==> src/rtl/cache_pkg.sv <==
// Shared state encoding and geometry helpers for the direct-mapped cache controller.
package cache_pkg;

   localparam logic [2:0] ST_IDLE    = 3'd0;
   localparam logic [2:0] ST_LOOKUP  = 3'd1;
   localparam logic [2:0] ST_RESPOND = 3'd2;
   localparam logic [2:0] ST_WB      = 3'd3;
   localparam logic [2:0] ST_FILL    = 3'd4;
   localparam logic [2:0] ST_WT      = 3'd5;

   typedef enum logic [2:0] {
      S_IDLE    = ST_IDLE,
      S_LOOKUP  = ST_LOOKUP,
      S_RESPOND = ST_RESPOND,
      S_WB      = ST_WB,
      S_FILL    = ST_FILL,
      S_WT      = ST_WT
   } state_t;

   function automatic int tag_width(input int addr_w, input int index_b, input int offset_b);
      return addr_w - index_b - offset_b;
   endfunction

endpackage

==> src/rtl/cache_data_ram.sv <==
// Single-port line-data store: synchronous write, registered read, contents not reset.
module cache_data_ram #(
   parameter int ADDR_BITS  = 8,
   parameter int DATA_WIDTH = 8
) (
   input  logic                  clk,
   input  logic                  we,
   input  logic [ADDR_BITS-1:0]  addr,
   input  logic [DATA_WIDTH-1:0] wdata,
   output logic [DATA_WIDTH-1:0] rdata
);

   logic [DATA_WIDTH-1:0] mem [0:(1<<ADDR_BITS)-1];

   always_ff @(posedge clk) begin
      if (we) begin
         mem[addr] <= wdata;
      end
      rdata <= mem[addr];
   end

endmodule

==> src/rtl/cache_ctrl_wb.sv <==
// Direct-mapped cache controller with write-back or write-through policy and an
// ack-based per-word SDRAM handshake.
module cache_ctrl_wb
   import cache_pkg::*;
#(
   parameter int ADDR_WIDTH  = 16,
   parameter int DATA_WIDTH  = 8,
   parameter int INDEX_BITS  = 3,
   parameter int OFFSET_BITS = 5,
   parameter int WRITE_BACK  = 1
) (
   input  logic                  clk,
   input  logic                  rst,
   input  logic [ADDR_WIDTH-1:0] Address_cpu,
   input  logic [DATA_WIDTH-1:0] DOut_cpu,
   output logic [DATA_WIDTH-1:0] Din_cpu,
   input  logic                  wr_rd_cpu,
   input  logic                  cs_cpu,
   output logic                  rdy_cpu,
   output logic                  hit,
   output logic [ADDR_WIDTH-1:0] Address_sdram,
   output logic [DATA_WIDTH-1:0] DOut_sdram,
   input  logic [DATA_WIDTH-1:0] Din_sdram,
   output logic                  wr_rd_sdram,
   output logic                  mstrb_sdram,
   input  logic                  ack_sdram
);

   localparam int TAG_W  = tag_width(ADDR_WIDTH, INDEX_BITS, OFFSET_BITS);
   localparam int LINES  = 1 << INDEX_BITS;
   localparam int RAM_AW = INDEX_BITS + OFFSET_BITS;

   state_t                state_reg, state_next;
   logic [ADDR_WIDTH-1:0] req_addr_reg;
   logic [DATA_WIDTH-1:0] req_data_reg;
   logic                  req_wr_reg;
   logic [OFFSET_BITS-1:0] cnt_reg, cnt_next;
   logic                  gap_reg, gap_next;
   logic                  mstrb_reg, mstrb_next;
   logic [ADDR_WIDTH-1:0] sd_addr_reg, sd_addr_next;
   logic [DATA_WIDTH-1:0] sd_dout_reg, sd_dout_next;
   logic                  sd_wr_reg, sd_wr_next;
   logic                  hit_reg, hit_next;
   logic [DATA_WIDTH-1:0] dout_reg, dout_next;
   logic [DATA_WIDTH-1:0] fill_word_reg, fill_word_next;
   logic                  from_fill_reg, from_fill_next;
   logic [LINES-1:0]      valid_reg, valid_next;
   logic [LINES-1:0]      dirty_reg, dirty_next;
   logic [TAG_W-1:0]      tag_arr [0:LINES-1];
   logic                  tag_we;

   logic                  ram_we;
   logic [RAM_AW-1:0]     ram_addr;
   logic [DATA_WIDTH-1:0] ram_wdata;
   logic [DATA_WIDTH-1:0] ram_rdata;

   logic [TAG_W-1:0]       req_tag;
   logic [INDEX_BITS-1:0]  req_idx;
   logic [OFFSET_BITS-1:0] req_off;
   logic                   lookup_hit;

   assign req_tag    = req_addr_reg[ADDR_WIDTH-1 -: TAG_W];
   assign req_idx    = req_addr_reg[OFFSET_BITS +: INDEX_BITS];
   assign req_off    = req_addr_reg[OFFSET_BITS-1:0];
   assign lookup_hit = valid_reg[req_idx] && (tag_arr[req_idx] == req_tag);

   assign rdy_cpu       = (state_reg == S_IDLE);
   assign hit           = hit_reg;
   assign Din_cpu       = dout_reg;
   assign Address_sdram = sd_addr_reg;
   assign DOut_sdram    = sd_dout_reg;
   assign wr_rd_sdram   = sd_wr_reg;
   assign mstrb_sdram   = mstrb_reg;

   cache_data_ram #(
      .ADDR_BITS  (RAM_AW),
      .DATA_WIDTH (DATA_WIDTH)
   ) u_ram (
      .clk   (clk),
      .we    (ram_we),
      .addr  (ram_addr),
      .wdata (ram_wdata),
      .rdata (ram_rdata)
   );

   always_comb begin
      state_next     = state_reg;
      cnt_next       = cnt_reg;
      gap_next       = gap_reg;
      mstrb_next     = mstrb_reg;
      sd_addr_next   = sd_addr_reg;
      sd_dout_next   = sd_dout_reg;
      sd_wr_next     = sd_wr_reg;
      hit_next       = hit_reg;
      dout_next      = dout_reg;
      fill_word_next = fill_word_reg;
      from_fill_next = from_fill_reg;
      valid_next     = valid_reg;
      dirty_next     = dirty_reg;
      tag_we         = 1'b0;
      ram_we         = 1'b0;
      ram_addr       = {req_idx, req_off};
      ram_wdata      = req_data_reg;

      case (state_reg)
         S_IDLE: begin
            if (cs_cpu) begin
               state_next = S_LOOKUP;
            end
         end

         S_LOOKUP: begin
            hit_next       = lookup_hit;
            from_fill_next = 1'b0;
            cnt_next       = '0;
            gap_next       = 1'b0;
            if (lookup_hit) begin
               if (req_wr_reg) begin
                  ram_we = 1'b1;
                  if (WRITE_BACK != 0) begin
                     dirty_next[req_idx] = 1'b1;
                     state_next          = S_RESPOND;
                  end else begin
                     state_next = S_WT;
                  end
               end else begin
                  state_next = S_RESPOND;
               end
            end else if (req_wr_reg && (WRITE_BACK == 0)) begin
               state_next = S_WT;
            end else if (valid_reg[req_idx] && dirty_reg[req_idx]) begin
               state_next = S_WB;
            end else begin
               valid_next[req_idx] = 1'b0;
               state_next          = S_FILL;
            end
         end

         S_WB, S_FILL, S_WT: begin
            if (state_reg != S_WT) begin
               ram_addr = {req_idx, cnt_reg};
            end
            // Two idle cycles per word: the first addresses the RAM, the second
            // sees its registered read data and launches the strobe.
            if (!mstrb_reg) begin
               if (!gap_reg) begin
                  gap_next = 1'b1;
               end else begin
                  gap_next   = 1'b0;
                  mstrb_next = 1'b1;
                  if (state_reg == S_WB) begin
                     sd_addr_next = {tag_arr[req_idx], req_idx, cnt_reg};
                     sd_dout_next = ram_rdata;
                     sd_wr_next   = 1'b1;
                  end else if (state_reg == S_FILL) begin
                     sd_addr_next = {req_tag, req_idx, cnt_reg};
                     sd_dout_next = '0;
                     sd_wr_next   = 1'b0;
                  end else begin
                     sd_addr_next = req_addr_reg;
                     sd_dout_next = req_data_reg;
                     sd_wr_next   = 1'b1;
                  end
               end
            end else if (ack_sdram) begin
               mstrb_next = 1'b0;
               cnt_next   = cnt_reg + 1'b1;
               if (state_reg == S_FILL) begin
                  ram_we    = 1'b1;
                  ram_wdata = Din_sdram;
                  if (cnt_reg == req_off) begin
                     fill_word_next = Din_sdram;
                  end
               end
               if (state_reg == S_WT) begin
                  state_next = S_RESPOND;
               end else if (cnt_reg == '1) begin
                  if (state_reg == S_WB) begin
                     dirty_next[req_idx] = 1'b0;
                     valid_next[req_idx] = 1'b0;
                     state_next          = S_FILL;
                  end else begin
                     tag_we              = 1'b1;
                     valid_next[req_idx] = 1'b1;
                     from_fill_next      = 1'b1;
                     state_next          = S_RESPOND;
                  end
               end
            end
         end

         S_RESPOND: begin
            // A write that missed and allocated merges its word after the fill.
            if (req_wr_reg) begin
               if (from_fill_reg) begin
                  ram_we              = 1'b1;
                  dirty_next[req_idx] = 1'b1;
               end
            end else begin
               dout_next = from_fill_reg ? fill_word_reg : ram_rdata;
            end
            state_next = S_IDLE;
         end

         default: begin
            state_next = S_IDLE;
         end
      endcase
   end

   always_ff @(posedge clk or negedge rst) begin
      if (!rst) begin
         state_reg     <= S_IDLE;
         req_addr_reg  <= '0;
         req_data_reg  <= '0;
         req_wr_reg    <= 1'b0;
         cnt_reg       <= '0;
         gap_reg       <= 1'b0;
         mstrb_reg     <= 1'b0;
         sd_addr_reg   <= '0;
         sd_dout_reg   <= '0;
         sd_wr_reg     <= 1'b0;
         hit_reg       <= 1'b0;
         dout_reg      <= '0;
         fill_word_reg <= '0;
         from_fill_reg <= 1'b0;
         valid_reg     <= '0;
         dirty_reg     <= '0;
      end else begin
         state_reg     <= state_next;
         cnt_reg       <= cnt_next;
         gap_reg       <= gap_next;
         mstrb_reg     <= mstrb_next;
         sd_addr_reg   <= sd_addr_next;
         sd_dout_reg   <= sd_dout_next;
         sd_wr_reg     <= sd_wr_next;
         hit_reg       <= hit_next;
         dout_reg      <= dout_next;
         fill_word_reg <= fill_word_next;
         from_fill_reg <= from_fill_next;
         valid_reg     <= valid_next;
         dirty_reg     <= dirty_next;
         if ((state_reg == S_IDLE) && cs_cpu) begin
            req_addr_reg <= Address_cpu;
            req_data_reg <= DOut_cpu;
            req_wr_reg   <= wr_rd_cpu;
         end
      end
   end

   always_ff @(posedge clk) begin
      if (tag_we) begin
         tag_arr[req_idx] <= req_tag;
      end
   end

endmodule
==> config.mk <==
export PLATFORM = sky130hd
export DESIGN_NAME = cache_ctrl_wb
export DESIGN_NICKNAME = d
export VERILOG_FILES = /design/src/rtl/cache_pkg.sv /design/src/rtl/cache_data_ram.sv /design/src/rtl/cache_ctrl_wb.sv
export SDC_FILE = /design/constraint.sdc
export NUM_CORES = 2
export LEC_CHECK = 0
export CAP_MARGIN = 10
export CORE_MARGIN = 1
export CORE_UTILIZATION = 65
export DETAILED_ROUTE_END_ITERATION = 10
export PLACE_DENSITY = 0.82
export SLEW_MARGIN = 20
export SYNTH_ARGS = -nofsm -noshare
export SYNTH_HDL_FRONTEND = slang
export SYNTH_SLANG_ARGS = --single-unit
==> constraint.sdc <==
create_clock -name clk -period 6.1 [get_ports clk]
set_clock_uncertainty 0.05 [all_clocks]
set_input_delay 1.22 -clock clk [delete_from_list [all_inputs] [get_ports clk]]
set_output_delay 1.22 -clock clk [all_outputs]
set_load 0.02 [all_outputs]
==> results.txt <==
----------------------------------------------------
[Synthesis]
  Post-synthesis share of cell area spent on full adders, half adders and majority gates ... 0.0283%
  Compound-gate portion of the synthesized area ... 6.85%
  Synth async-reset ratio ... 4.25%
  Area fraction in and, or, nand and nor cells after synthesis ... 12.7%
  Predominant post-synthesis flop cell ... edfxtp_1
  Sequential fraction of the synthesis area ... 74.6%
  Share of synthesized area spent on multiplexers ... 3.56%
  YS warnings ... 0
  Flops & latches, synth ... 2,214
  Mean cell area of the mapped netlist ... 13.8 um^2
  Number of cells produced by synthesis ... 6,384
  Count of distinct cell types in the synthesized netlist ... 76
  Post-synth design cell area ... 88,400 um^2
  Synthesized net count ... 6,423
  Number of flops mapped to enable cells by yosys ... 2,112
  Main combinational cell family by area after synthesis ... simple AND/OR/NAND/NOR gates
  Share of the synthesized netlist area taken by xor and xnor gates ... 0.119%

[Setup path]
  Max incr delay on CP ... 1.00 ns
  Sequence of cells on the critical path ... a211oi_1 > a311oi_4 > and2_4 > buf_4 > nand2_1 > a32oi_1 > a31oi_1 > nor3_1 > nor4_1 > nor4_1
  Length in cells of the worst reg-to-reg path ... 10
  Element type at the critical path start ... flop
  Data arrival time of the critical path ... 6.21 ns
  Endpoint type of the worst setup path ... flop
  Critical Path Fanout Max ... 66
  Worst path bufs/invs ... 1
  Critical Path Stages ... 10
  Cell type with the highest occurrence count on the critical path ... nor4_1
  Critical setup path kind ... reg2reg
  Largest delay contributor family on the critical path ... simple AND/OR/NAND/NOR gates
  Crit-path slowest cell ... dfrtp_1
  Required time worst endpoint ... 6.76 ns

[Cells and area]
  Area growth from synthesis to layout ... 11.1%
  Largest register FFs ... 2,048
  Register bank with the most flops ... u_ram.mem
  Post-route cell area ... 98,200 um^2
  Number of nets in the layout ... 6,404
  Leading cell types in the layout, fill and taps excluded ... edfxtp_1 (2,112), nand2_1 (1,402), nand3_1 (473)
  Most common cell after layout, fill and taps aside ... edfxtp_1
  Fin util ... 73.2%
  Flip-flop and latch area ... 65,900 um^2
  Layout fillers ... 7,703
  Share of post-route cells with drive strength above 1 ... 8.74%
  Multi-input gate area ... 20,800 um^2
  Largest regs ... u_ram.mem x2048, tag_arr x64

[Die]
  Placeable core region ... 134,000 um^2
  Placement row count ... 134
  Die outline height ... 371 um
  Initial cell density of the core ... 65.9%
  Count of boundary I/O pins ... 73
  Floorplan die width ... 371 um
  DIE AREA ... 137,000 um^2

[CTS]
  CTS clock-pin slew for the worst setup and hold paths ... 0.06 ns
  Clock tree from TritonCTS ... yes
  Clock Latency Late Sink ... 0.85 ns
  Post-CTS setup buffer count ... 0
  Cell chosen for the clock root ... clkbuf_16
  CTS buffer count ... 202
  TritonCTS Sinks ... 2,214
  Count of hold-fix buffers inserted at cts ... 0
  CTS resizes ... 0
  H-tree depth ... 4
  Maximum count of clock buffers along a single path ... 3

[Global routing]
  First-pass GRT wire length ... 348,000 um
  Total overflow reported by the global router ... 0
  Initial antenna violation count ... 14
  Maximum number of pins on one net before global-route repair ... 154
  Number of global-route vias before repair ... 54,400
  GR Util All Layers ... 34.7%

[Job]
  Number of max-capacitance violations reported ... 0

[Route]
  First-pass iteration count of the detailed router ... 9
  DR vias/cell ... 6.89
  DRC violation count after routing ... 0
  Iteration-0 DRC Markers ... 9,969
  Detailed-route wire length per cell ... 28.7 um
  Total Wirelength ... 238,000 um
  Number of vias in the routed layout ... 57,300
  Number of antenna-violating nets in the routed design ... 0

[Placement]
  Placement Setup Slack ... 0.889 ns
  Placer congestion estimate ... 0.969
  Instance area at placement ... 91,300 um^2
  Port buffer count ... 72
  HPWL Detailed ... 139,000 um

[Hold path]
  Kind of path behind the tightest hold check ... in2async

[Timing]
  Slew at the pin closest to its max-slew limit ... 1.23 ns
  Sum of negative setup slack ... 0 ns
  Setup slack of the critical path after layout ... 0.548 ns
  Fin. max-slew vios ... 0
  Minimum period implied by the final worst setup slack ... 5.55 ns
  Final Hold Violating Endpoints ... 0
  Highest clock rate ... 0.180 GHz
  Setup violators final ... 0
  Setup repair after global routing missed its margin ... no
  Relative slew slack ... 18.1%
  Share of the clock period used by the worst path ... 91.0%

[Outcome]
  Result of the run ... completed

[Pwr]
  Pwr Density ... 598 nW/um^2
  Lkg Pwr ... 32.8 nW
  VDD IR max ... 1010 uV

----------------------------------------------------
==> metrics by stage <==
stage | std cells | hold slack [ns] | power (W)
global route | 8303 | 0.412 | 0.0602
floorplan | 6384 | 0.392 | 0.0348
finish | 8307 | 0.370 | 0.0587
detailed placement | 7927 | 0.421 | 0.0448
global placement | 7927 | 0.413 | 0.0442
CTS | 8301 | 0.364 | 0.0577
==> final timing paths <==
| kind | endpoint | slack (ns) | from |
|---|---|---|---|
| max in group asynchronous | fill_word_reg[7]$_DFFE_PN0P_ | 4.51 | rst |
| setup / recovery | u_ram.rdata[0]$_DFF_P_ | 0.55 | state_reg[1]$_DFFE_PN0P_ |
| hold reg to reg | DOut_sdram[4]$_DFFE_PN0P_ | 0.43 | DOut_sdram[4]$_DFFE_PN0P_ |
| min in group clk | DOut_sdram[4]$_DFFE_PN0P_ | 0.43 | DOut_sdram[4]$_DFFE_PN0P_ |
| hold / removal | req_data_reg[5]$_DFFE_PN0P_ | 0.37 | rst |
| setup reg to reg | u_ram.rdata[0]$_DFF_P_ | 0.55 | state_reg[1]$_DFFE_PN0P_ |
==> report_power, final <==
group / total, W / internal [W] / switching [W] / leakage, nW
logic: 0.0257 / 0.00663 / 0.0191 / 9.18
clock network: 0.0130 / 0.00751 / 0.00546 / 3.31
registers: 0.0200 / 0.0195 / 0.000496 / 20.3
==> synthesized netlist by cell type, drive strengths merged (6+ instances only) <==
library cell / number / share of area, %
nor2: 310 / 1.4
nand3: 482 / 2.8
nand2: 1407 / 6.0
nor2b: 11 / 0.078
xor2: 9 / 0.089
o31ai: 9 / 0.076
nor4: 19 / 0.14
mux2i: 237 / 2.7
mux4: 11 / 0.28
a22oi: 109 / 0.93
a32oi: 26 / 0.26
o2111ai: 33 / 0.33
clkbuf: 318 / 1.4
o21ai: 53 / 0.30
nand4: 85 / 0.62
a21o: 7 / 0.059
o221ai: 10 / 0.11
mux2: 47 / 0.60
buf: 133 / 0.77
o22ai: 32 / 0.23
o211ai: 10 / 0.085
a311oi: 120 / 1.2
nor3: 57 / 0.32
inv: 6 / 0.025
edfxtp: 2112 / 72
dfxtp: 8 / 0.18
and2: 8 / 0.057
dfrtp: 94 / 2.7
and3: 152 / 1.1
a21oi: 75 / 0.42
a211oi: 151 / 1.3
nand3b: 6 / 0.051
a31oi: 182 / 1.3
==> worst register-to-register path, stage by stage, from the launching register on <==
cell and delay [ns]:
dfrtp_1 1.00, a211oi_1 0.25, a311oi_4 0.45, and2_4 0.85, buf_4 0.57, nand2_1 0.13
a32oi_1 0.36, a31oi_1 0.14, nor3_1 0.82, nor4_1 0.34, nor4_1 0.46
==> cells by family after synthesis <==
group | Yosys count
simple gates | 2558
flops | 2214
compound gates | 846
buf+inv | 457
mux | 295
xor+xnor | 12
fa+ha+maj | 2
==> layer usage <==
metal	part of all wire (%)	global-route usage [%]	vias up	wire [um]
met3	14	9.48	822	33000
met1	34	45.9	27700	81900
met2	46	52.5	4610	109000
met4	6.2	19.6	10	14700
met5	0.034	0	-	80
li1	-	-	24100	-
==> area by class of cell <==
type | count | area share, %
Inverter | 6 | 0.0229
Timing Repair Buffer | 228 | 2.44
Clock buffer | 253 | 5.52
Multi-Input combinational cell | 3713 | 21.2
Sequential cell | 2214 | 67.1
Tap cell | 1768 | 2.25
Antenna cell | 4 | 0.0102
Clock inverter | 121 | 1.39
Power figures use the tool's default switching activity.
